File: config.mk
export PLATFORM = sky130hd
export DESIGN_NAME = cmd_encode
export DESIGN_NICKNAME = d
export VERILOG_FILES = /design/src/rtl/cmd_encode_pkg.sv /design/src/rtl/cmd_encode.sv
export SDC_FILE = /design/constraint.sdc
export NUM_CORES = 1
export LEC_CHECK = 0
export CORE_ASPECT_RATIO = 1.5
export CORE_UTILIZATION = 35
export CTS_CLUSTER_SIZE = 40
export DETAILED_ROUTE_END_ITERATION = 8
export PLACE_DENSITY_LB_ADDON = 0.1
export SLEW_MARGIN = 20
export SYNTH_ARGS = -nofsm -noshare
export SYNTH_HDL_FRONTEND = slang
export SYNTH_SLANG_ARGS = --single-unit
File: constraint.sdc
create_clock -name clk -period 1.8 [get_ports clk]
set_input_delay 0.45 -clock clk [delete_from_list [all_inputs] [get_ports clk]]
set_output_delay 0.45 -clock clk [all_outputs]
set_load 0.005 [all_outputs]
File: src/rtl/cmd_encode_pkg.sv
// Shared definitions for the return-path frame encoder.
// Holds the FSM state encoding and the default frame header byte. The
// header matches the one used on host write frames, so both directions of
// the link share one sync pattern.
package cmd_encode_pkg;

  typedef enum logic [2:0] {
    IDLE    = 3'd0,
    HEAD    = 3'd1,
    FETCH   = 3'd2,
    LATCH   = 3'd3,
    SUM     = 3'd4,
    WAIT_TX = 3'd5
  } state_t;

  localparam logic [7:0] HEAD_BYTE_DEF = 8'h55;

endpackage

File: src/rtl/cmd_encode.sv
// Return-path framer for the UART/SDRAM link.
// When an SDRAM read burst has landed in the read FIFO, this block sends one
// frame to the UART transmitter, one byte at a time: HEAD_BYTE, then
// PAYLOAD_LEN bytes popped from the FIFO, then (if SUM_EN) the mod-256 sum
// of the payload bytes. A burst that completes while a frame is in flight is
// remembered in a single pending slot. A further burst that arrives while
// that slot is full is dropped, and ovf_err pulses.
//
// Ports
//   clk, rst_n     system clock, asynchronous active-low reset
//   rd_done        in   pulse: a read burst is now in the read FIFO
//   rfifo_empty    in   read FIFO empty flag
//   rfifo_rd_en    out  read FIFO pop pulse
//   rfifo_rd_data  in   FIFO data, valid the cycle after rfifo_rd_en
//   tx_trig        out  pulse: start sending tx_data
//   tx_data        out  byte to send, held from tx_trig until tx_done
//   tx_done        in   pulse: UART has finished shifting the byte out
//   busy           out  a frame is in progress
//   ovf_err        out  pulse: a burst notification was dropped
//
// state   | meaning
// IDLE    | no frame; start one on rd_done or a pending request
// HEAD    | load the header byte and trigger the transmitter
// FETCH   | wait for FIFO data, then pop one byte
// LATCH   | wait for popped data to arrive, then load it and trigger
// SUM     | load the checksum byte and trigger
// WAIT_TX | wait for the UART to finish the current byte
module cmd_encode
  import cmd_encode_pkg::*;
#(
  parameter logic [7:0] HEAD_BYTE   = HEAD_BYTE_DEF,
  parameter int         PAYLOAD_LEN = 4,
  parameter bit         SUM_EN      = 1'b1
) (
  input  logic       clk,
  input  logic       rst_n,
  input  logic       rd_done,
  input  logic       rfifo_empty,
  output logic       rfifo_rd_en,
  input  logic [7:0] rfifo_rd_data,
  output logic       tx_trig,
  output logic [7:0] tx_data,
  input  logic       tx_done,
  output logic       busy,
  output logic       ovf_err
);

  localparam logic [7:0] LEN = 8'(PAYLOAD_LEN);

  state_t     r_state;
  logic       r_pending;
  logic [7:0] r_sum;
  logic [7:0] r_cnt;
  logic       r_sum_sent;
  logic       r_rd_en;
  logic       r_tx_trig;
  logic [7:0] r_tx_data;
  logic       r_busy;
  logic       r_ovf;

  always_ff @(posedge clk or negedge rst_n) begin
    if (!rst_n) begin
      r_state    <= IDLE;
      r_pending  <= 1'b0;
      r_sum      <= 8'h00;
      r_cnt      <= 8'h00;
      r_sum_sent <= 1'b0;
      r_rd_en    <= 1'b0;
      r_tx_trig  <= 1'b0;
      r_tx_data  <= 8'h00;
      r_busy     <= 1'b0;
      r_ovf      <= 1'b0;
    end else begin
      r_rd_en   <= 1'b0;
      r_tx_trig <= 1'b0;
      r_ovf     <= 1'b0;

      // IDLE consumes the pending slot; a rd_done in that same cycle
      // immediately re-arms it rather than counting as an overflow.
      if (r_state == IDLE) begin
        if (r_pending) r_pending <= rd_done;
      end else if (rd_done) begin
        if (r_pending) r_ovf     <= 1'b1;
        else           r_pending <= 1'b1;
      end

      case (r_state)
        IDLE: begin
          if (rd_done || r_pending) begin
            r_state    <= HEAD;
            r_sum      <= 8'h00;
            r_cnt      <= 8'h00;
            r_sum_sent <= 1'b0;
            r_busy     <= 1'b1;
          end
        end
        HEAD: begin
          r_tx_data <= HEAD_BYTE;
          r_tx_trig <= 1'b1;
          r_state   <= WAIT_TX;
        end
        FETCH: begin
          if (!rfifo_empty) begin
            r_rd_en <= 1'b1;
            r_state <= LATCH;
          end
        end
        LATCH: begin
          // The first LATCH cycle is the pop cycle itself; data is valid on
          // the next one, which is the first cycle with the pop deasserted.
          if (!r_rd_en) begin
            r_tx_data <= rfifo_rd_data;
            r_sum     <= r_sum + rfifo_rd_data;
            r_cnt     <= r_cnt + 8'd1;
            r_tx_trig <= 1'b1;
            r_state   <= WAIT_TX;
          end
        end
        SUM: begin
          r_tx_data  <= r_sum;
          r_tx_trig  <= 1'b1;
          r_sum_sent <= 1'b1;
          r_state    <= WAIT_TX;
        end
        WAIT_TX: begin
          // A tx_done coincident with our own trigger belongs to the previous
          // byte (or is spurious) and is ignored.
          if (tx_done && !r_tx_trig) begin
            if (r_cnt < LEN) begin
              r_state <= FETCH;
            end else if (SUM_EN && !r_sum_sent) begin
              r_state <= SUM;
            end else begin
              r_state <= IDLE;
              r_busy  <= 1'b0;
            end
          end
        end
        default: r_state <= IDLE;
      endcase
    end
  end

  assign rfifo_rd_en = r_rd_en;
  assign tx_trig     = r_tx_trig;
  assign tx_data     = r_tx_data;
  assign busy        = r_busy;
  assign ovf_err     = r_ovf;

endmodule

==> impl_metrics.csv, run 1 <==
group,metric,value,unit
die,io_pins,25,
setup_path,critical-path-max-stage-delay,360,ps
clock_network,cts_max_level,2,
final_layout,multiInputGateArea,1020,µm²
synth,synthCells,190,
outcome,status,"finished clean",
setup_path,startpoint_type,"input port",
setup_path,path_max_fanout,4,
synth,synth_most_common_cell,"dfrtp_1",
sta,timing.fmax,574,MHz
final_layout,area_growth,37.2,%
global_routing,grt_pass1_vias,1575,
die,fp-row-count,31,
die,fp.dieH,90.2,µm
route,drt-vias-per-instance,5.11,
route,num_vias,1564,
sta,worst_hold_slack,494,ps
synth,ys_seq_area_share,45.5,%
setup_path,crit_type,"in2reg",
global_routing,antenna_found_initial,0,
global_routing,overflow,0,
synth,syn_area,1810,µm²
clock_network,clock-sinks,33,
clock_network,cts_tree,"done",
setup_path,cp_slowest_cell,"or3_1",
setup_path,crit_end,"r_sum[7]",
placement,hpwl,3200,µm
synth,synth_top_area_share,45.5,%
placement,placed_cell_area,2270,µm²
clock_network,worstSkewPairLatency,280,ps
sta,slew-limit-headroom,69.0,%
power_and_ir_drop,ir_drop,543,µV
final_layout,finalNetCount,261,
sta,hold_viol_final,0,
placement,portBuffers,24,
worst_hold_path,hp-class,"reg2reg",
route,drtIter0Drc,51,
clock_network,clk_pin_slew,70,ps
synth,synth_edf_count,0,
synth,synth_area_leaders,"dfrtp_1 46%, ha_1 5.5%, nand2_1 4.8%, nor2_1 4.8%, xnor2_1 4.3%",
die,core,4890,µm²
setup_path,r2r_end,"r_sum[7]",
die,die_area,5480,µm²
synth,ys_ff_latch,33,
setup_path,rrSetupSlack,80,ps
synth,synth_ff_type,"dfrtp_1",
final_layout,fill_cells,477,
global_routing,grt_max_degree,34,
final_layout,final_cell_area,2490,µm²
clock_network,cts_buffer_depth,2,
synth,async_flop_share,100,%
power_and_ir_drop,p_leak,1.08,nW
sta,fin_crit,1740,ps
global_routing,grt_usage,17.4,%
power_and_ir_drop,power_density,1590,nW/µm²
synth,yosysTopAreaCell,"dfrtp_1",
flow_run,drv_cap,0,
synth,synth-warning-count,0,
clock_network,cts_root_buffer,"clkbuf_8",
synth,yosysUniqueCellTypes,42,
setup_path,worstPathRequired,1990,ps
route,drt_first_pass_iters,4,
route,drt_wl_total,4400,µm
synth,synth_nets,212,
sta,drv_slew,0,
synth,postSynthAreaPerCell,9.55,µm²
synth,synthTopCellsByCount,"33 x dfrtp_1, 23 x nand2_1, 23 x nor2_1",
global_routing,grt_pass1_wl,7140,µm
setup_path,arrival,1940,ps
sta,tightest_slew,463,ps
setup_path,crit_start,"rfifo_rd_data[2]",
sta,fin_crit_sh,96.8,%
die,die_w,60.8,µm
route,ant_nets,0,
sta,setup_viol,0,
setup_path,path_cells,"dlygate4sd2_1 -> ha_4 -> a21oi_2 -> a211oi_1 -> or3_1 -> and2_1 -> o211ai_1",
final_layout,drive_gt1_share,22.1,%
sta,fin_skew,4.36,ps
route,wl_per_cell,14.4,µm
setup_path,setup.worst_path.end_class,"register",
setup_path,reg2regPathDepth,6,
die,initial_core_util,37.1,%
setup_path,reg2reg_from,"r_sum[6]",
final_layout,regArea,826,µm²
clock_network,holdBufCountCts,0,
placement,gp_congestion,0.777,
route,drc_errors,0,
sta,rsz0062_at_grt,"yes",
clock_network,cts_buffers,5,
final_layout,num_antenna_cells,0,
==> sequential cells by signal, indices dropped and copies added (netlist names) <==
register	count
ovf_err	1
r_sum	8
r_pending	1
tx_trig	1
r_cnt	8
rfifo_rd_en	1
tx_data	8
busy	1
r_state	3
r_sum_sent	1
==> logic make-up (layout without fill, tap and decap cells) <==
logic type | count (synthesis) | in the layout | synth area share [%]
buf+inv | 13 | 63 | 3.45
flops | 33 | 33 | 45.5
simple gates | 70 | 70 | 19.0
fa+ha+maj | 9 | 9 | 6.62
xor+xnor | 11 | 11 | 5.31
compound gates | 54 | 54 | 20.1
==> per-stage QoR <==
| stage | power, mW | instances | util, % | TNS (ps) | setup WS (ps) |
|---|---|---|---|---|---|
| 2_1_floorplan | 2.43 | 190 | - | -16.4 | -16.4 |
| 3_3_place_gp | 3.15 | 293 | 46.5 | -2740 | -543 |
| 3_5_place_dp | 3.19 | 293 | 46.5 | -3030 | -584 |
| 4_1_cts | 3.91 | 302 | 50.2 | 0 | 34.7 |
| 5_1_grt | 4.26 | 306 | 50.9 | -15.1 | -15.1 |
| 6_report | 3.95 | 306 | 50.9 | 0 | 58.0 |
==> worst min path at each step <==
stage / start / end / slack [ps] / depth (start not counted)
floorplan: rst_n / busy / 150 / 0
CTS: busy / busy / 500 / 2
detailed placement: busy / busy / 480 / 2
finish: busy / busy / 490 / 2
global placement: busy / busy / 490 / 2
global route: r_cnt[0] / r_cnt[0] / 540 / 1
==> cell type report <==
type / instances / share of cell area [%]
multi-input cells: 144 / 40.9
well taps: 66 / 3.32
inverters: 4 / 0.603
clock inverters: 1 / 0.201
clock buffers: 7 / 3.87
flip-flops and latches: 33 / 33.2
repair buffers: 51 / 18.0
==> metal layers <==
metal / up-vias / part of all wire (%) / track usage [%]
met4: 0 / 1.2 / 5.87
met3: 6 / 2.8 / 3.45
met2: 25 / 55 / 30.6
met5: - / 0 / 0
met1: 763 / 41 / 20.1
li1: 770 / - / -
==> layout by cell type, fill, tap and decap left out, types with 5 or more instances in the layout <==
cell type / n
nand3_1: 5
xnor2_1: 9
o21ai_1: 8
a22oi_1: 8
ha_4: 5
nand2_1: 21
nor2_1: 23
o21ai_0: 8
buf_4: 26
dlygate4sd2_1: 6
dfrtp_1: 33
a31oi_1: 5
clkbuf_8: 7
a21oi_1: 6
clkdlybuf4s50_1: 17
==> report_power, final <==
group / switching, mW / leakage (nW) / internal [mW]
Sequential: 0.234 / 0.414 / 1.01
Clock: 0.266 / 0.0542 / 0.346
Combinational: 1.04 / 0.610 / 1.05
Total: 1.54 / 1.08 / 2.41
==> what timing repair did <==
action | in CTS | in global routing
pin swaps | 6 | 6
setup buffers | 1 | 4
resized for setup | 17 | 2
endpoints found under the setup margin | 4 | 4
gates cloned | 0 | 0
==> worst max-delay path, delay by kind of cell <==
| family | cells | cell delay (ps) |
|---|---|---|
| and+or+nand+nor | 2 | 520 |
| AOI/OAI and AO/OA | 3 | 420 |
| buffers and inverters | 1 | 270 |
| adders and majority gates | 1 | 270 |
(Power assumes the default switching activity.)
==> inputs of run 2 (changes only) <==
- SETUP_SLACK_MARGIN: default -> 0.3
- SLEW_MARGIN: 20 -> 5
==> run 2 against run 1 <==
Effect of this change: non-clock buffer count increased by 10; fmax rose by 1.1%; sequential share of layout area decreased by 3.0 points; via count rose by 3.5%; critical path type is now reg2reg; largest power group unchanged.
==> impl_metrics.csv, run 2 (same netlist as run 1, synthesis figures left out) <==
group,metric,value,unit
outcome,status,"finished clean",
global_routing,grt_use_met2,33.2,%
final_layout,final_cell_area,2750,µm²
global_routing,met3_usage,4.17,%
clock_network,cts_buffers,5,
power_and_ir_drop,power_density,1630,nW/µm²
final_layout,finalNetCount,271,
final_layout,drive_gt1_share,36.5,%
power_and_ir_drop,p_comb_share,59.4,%
route,num_vias,1618,
sta,setup_viol,0,
power_and_ir_drop,intPower,2.70,mW
sta,worst_hold_slack,528,ps
route,drt-vias-per-instance,5.14,
clock_network,clk_pin_slew,70,ps
power_and_ir_drop,power_switching,1.77,mW
route,drtIter0Drc,56,
global_routing,grt_pass1_vias,1704,
clock_network,cts_tree,"done",
power_and_ir_drop,p_leak,1.19,nW
die,die_w,60.8,µm
sta,tightest_slew,436,ps
global_routing,gr-max-usage-layer,"met2",
route,drc_errors,0,
sta,slew-limit-headroom,70.9,%
setup_path,crit_type,"reg2reg",
sta,fin_crit_sh,95.7,%
global_routing,grt_pass1_wl,7850,µm
route,drt_first_pass_iters,5,
sta,drv_slew,0,
setup_path,cp_slowest_cell,"dfrtp_1",
setup_path,path_max_fanout,2,
sta,hold_viol_final,0,
setup_path,path_cells,"ha_4 -> fa_2 -> a21o_1 -> a21oi_2 -> buf_4 -> xor2_1 -> o21ai_1",
die,initial_core_util,37.1,%
setup_path,setup.worst_path.end_class,"register",
setup_path,arrival,1880,ps
clock_network,cts_max_level,2,
route,drt_wl_total,4740,µm
sta,tns,0,ps
clock_network,clock-sinks,33,
setup_path,worstPathRequired,1960,ps
die,die_area,5480,µm²
setup_path,startpoint_type,"register",
final_layout,fin_cells,315,
clock_network,worstSkewPairLatency,280,ps
clock_network,cts_buffer_depth,2,
sta,fin_ws,76.8,ps
placement,dp.cells,295,
die,fp-row-count,31,
route,wl_per_cell,15.0,µm
global_routing,antenna_found_initial,0,
placement,pre_cts_slack,-472,ps
final_layout,final_common_cell,"dfrtp_1",
clock_network,cts_root_buffer,"clkbuf_8",
setup_path,critical-path-max-stage-delay,410,ps
sta,fin_skew,5.64,ps
worst_hold_path,hp-class,"reg2reg",
placement,gp_congestion,0.804,
placement,hpwl,3280,µm
final_layout,num_antenna_cells,0,
die,fp.dieH,90.2,µm
power_and_ir_drop,p_clk_share,12.8,%
power_and_ir_drop,ir_drop,721,µV
sta,rsz0062_at_grt,"yes",
route,ant_nets,0,
global_routing,grt_usage,19.2,%
sta,timing.fmax,580,MHz
global_routing,grtUsageMet1,22.0,%
placement,portBuffers,24,
flow_run,drv_cap,0,
global_routing,grt_max_degree,34,
final_layout,area_growth,51.4,%
die,io_pins,25,
power_and_ir_drop,sw_frac_of_total,39.6,%
final_layout,layout_common_cells,"31 x dfrtp_1, 29 x buf_4, 20 x nor2_1",
power_and_ir_drop,seq_power_share,27.7,%
placement,placed_cell_area,2360,µm²
global_routing,overflow,0,
sta,fin_crit,1720,ps
die,core,4890,µm²
[run 2: power by group through the flow]
stage	sequential (mW)	combinational, mW	clock, mW
6_report	1.24	2.65	0.573
5_1_grt	1.27	2.93	0.625
4_1_cts	1.22	2.34	0.590
3_5_place_dp	1.24	2.09	0
3_3_place_gp	1.23	2.06	0
2_1_floorplan	1.19	1.33	0
[run 2: layer usage]
| layer | vias up | part of all wire, % | routed length, µm |
|---|---|---|---|
| li1 | 790 | - | - |
| met4 | 0 | 2.7 | 129 |
| met2 | 38 | 53 | 2530 |
| met3 | 9 | 3.2 | 150 |
| met1 | 781 | 41 | 1930 |
| met5 | - | 0 | 0 |
[run 2: path summary, 6_finish.rpt]
kind | from | to | slack, ps | cells after the start
worst min-delay path | tx_data[3] | tx_data[3] | 530 | 2
min in group asynchronous | rst_n | ovf_err | 580 | 2
worst max register to register | r_sum[0] | r_sum[4] | 80 | 7
worst max-delay path | r_sum[0] | r_sum[4] | 80 | 7
worst min register to register | tx_data[3] | tx_data[3] | 530 | 2
max in group asynchronous | rst_n | r_sum[1] | 890 | 2
[run 2: cell type report]
| class | count | area (µm²) |
|---|---|---|
| Clock buffer | 7 | 86.3 |
| Timing Repair Buffer | 61 | 559 |
| Multi-Input combinational cell | 144 | 1170 |
| Tap cell | 66 | 82.6 |
| Fill cell | 460 | 2140 |
| Sequential cell | 33 | 828 |
| Inverter | 4 | 15.0 |
[run 2: critical path: cells and delay by family, from the launching register on]
kind | cells | cell delay, ps
fa+ha+maj | 2 | 520
compound gates | 3 | 430
buf+inv | 1 | 130
xor+xnor | 1 | 130
flops | 1 | 410
[run 2: through the flow]
step | total power [mW] | util, %
floorplan | 2.52 | -
finish | 4.46 | 56.2
global route | 4.82 | 56.2
detailed placement | 3.33 | 48.3
CTS | 4.16 | 53.3
global placement | 3.29 | 48.3
[run 2: repair_timing]
action,4_1_cts,5_1_grt
pin swaps,12,10
setup buffers,7,5
cloned,1,0
hold buffers,0,0
gates resized for setup,48,27
endpoints found under the setup margin,36,26
==> inputs of run 3 (changes only) <==
- clock period: 1.8 -> 1.9 ns (I/O delays scaled with it)
==> run 3 against run 2 <==
Effect of this change: sequential power is 5% lower; setup slack better by 120 ps; largest power group unchanged; total power is 19% lower; first-iteration DRC count is 8.9% higher; die area stayed put; global-route usage is 1.8 points lower; worst hold slack worse by 35 ps; final cell count is 4.1% lower; wire length is 9.3% lower.
==> impl_metrics.csv, run 3 (same netlist as run 1, synthesis figures left out) <==
group,metric,value,unit
setup_path,crit_type,"reg2reg",
sta,fin_crit_sh,89.5,%
route,drt-vias-per-instance,5.14,
final_layout,final_common_cell,"dfrtp_1",
route,wl_per_cell,14.2,µm
global_routing,overflow,0,
sta,fin_crit,1700,ps
final_layout,finalNetCount,259,
placement,gp_congestion,0.790,
setup_path,path_max_fanout,2,
final_layout,drive_gt1_share,27.1,%
setup_path,critical-path-max-stage-delay,410,ps
placement,hpwl,3140,µm
placement,dp.cells,289,
global_routing,grt_max_degree,34,
sta,tightest_slew,430,ps
setup_path,setup.worst_path.end_class,"register",
global_routing,grt_pass1_vias,1554,
sta,tns,0,ps
clock_network,cts_root_buffer,"clkbuf_8",
power_and_ir_drop,power_density,1450,nW/µm²
die,io_pins,25,
final_layout,final_util,50.8,%
clock_network,cts_max_level,2,
setup_path,worstPathRequired,2060,ps
power_and_ir_drop,p_leak,1.08,nW
worst_hold_path,hp-class,"reg2reg",
placement,placed_cell_area,2300,µm²
route,num_vias,1552,
final_layout,num_antenna_cells,0,
final_layout,fin_cells,302,
die,die_area,5480,µm²
final_layout,final_cell_area,2480,µm²
sta,worst_hold_slack,493,ps
sta,drv_slew,0,
final_layout,layout_common_cells,"31 x dfrtp_1, 25 x buf_4, 22 x nor2_1, 22 x nand2_1, 16 x dlygate4sd2_1",
global_routing,antenna_found_initial,0,
die,fp.dieH,90.2,µm
setup_path,cp_num_buf_inv,1,
sta,hold_viol_final,0,
die,core,4890,µm²
final_layout,area_growth,36.9,%
clock_network,worstSkewPairLatency,280,ps
power_and_ir_drop,ir_drop,539,µV
route,drt_wl_total,4300,µm
setup_path,path_cells,"ha_4 -> fa_2 -> a21o_1 -> a21oi_2 -> buf_4 -> xor2_1 -> o21ai_1",
sta,timing.fmax,588,MHz
placement,portBuffers,24,
setup_path,cp_slowest_cell,"dfrtp_1",
route,drt_first_pass_iters,4,
sta,setup_viol,0,
clock_network,cts_buffer_depth,2,
clock_network,clock-sinks,33,
clock_network,clk_pin_slew,70,ps
sta,rsz0062_at_grt,"yes",
global_routing,grt_pass1_wl,7110,µm
route,drc_errors,0,
outcome,status,"finished clean",
route,ant_nets,0,
global_routing,grt_usage,17.4,%
sta,slew-limit-headroom,71.3,%
clock_network,cts_tree,"done",
setup_path,startpoint_type,"register",
clock_network,cts_buffers,5,
flow_run,drv_cap,0,
sta,fin_skew,4.75,ps
die,fp-row-count,31,
die,initial_core_util,37.1,%
route,drtIter0Drc,61,
die,die_w,60.8,µm
setup_path,cp_top_family,"adder cells",
setup_path,arrival,1860,ps
-- run 3: area by class of cell --
type | instances | area, µm²
Inverter | 4 | 15.0
Sequential cell | 33 | 828
Tap cell | 66 | 82.6
Clock inverter | 1 | 5.00
Clock buffer | 5 | 68.8
Timing Repair Buffer | 49 | 408
Multi-Input combinational cell | 144 | 1080
Fill cell | 501 | 2400
-- run 3: worst paths after layout --
kind                           from          to  slack [ps]  depth (start not counted)
max                        r_sum[0]    r_sum[4]         200                          7
min                            busy        busy         490                          2
max reg2reg                r_sum[0]    r_sum[4]         200                          7
min reg2reg                    busy        busy         490                          2
max in group asynchronous     rst_n  r_state[2]         970                          2
min in group asynchronous     rst_n    r_cnt[7]         600                          2
-- run 3: worst register-to-register path: cells and delay by family (launching register included) --
kind / cells / cell delay (ps)
xor gates and xnor gates: 1 / 130
buffers and inverters: 1 / 130
adders and majority gates: 2 / 520
DFF: 1 / 410
AOI/OAI and AO/OA: 3 / 390
-- run 3: report_power, final --
part	internal [mW]	switching, mW
Sequential	0.963	0.215
Combinational	0.948	0.986
Clock	0.241	0.248
-- run 3: through the flow --
step | total power [mW] | worst slack, ps
6_report | 3.60 | 200
5_1_grt | 3.91 | 155
4_1_cts | 3.60 | 174
3_5_place_dp | 3.05 | -394
3_3_place_gp | 3.01 | -367
2_1_floorplan | 2.39 | 192
-- run 3: per-layer routing --
layer  global-route usage [%]  wire, µm  vias up  part of all wire [%]
li1                         -         -      767                     -
met4                     6.63       116        0                   2.7
met2                     30.3      2270       29                    53
met1                     19.9      1760      747                    41
met3                     3.60       149        9                   3.5
met5                        0         0        -                     0
-- run 3: timing repair --
item                       CTS  global route
hold buffers                 0             0
gates cloned                 0             0
buffers inserted             6             1
pin swaps                   15             2
setup endpoints to repair   27            13
gates resized for setup     35            10
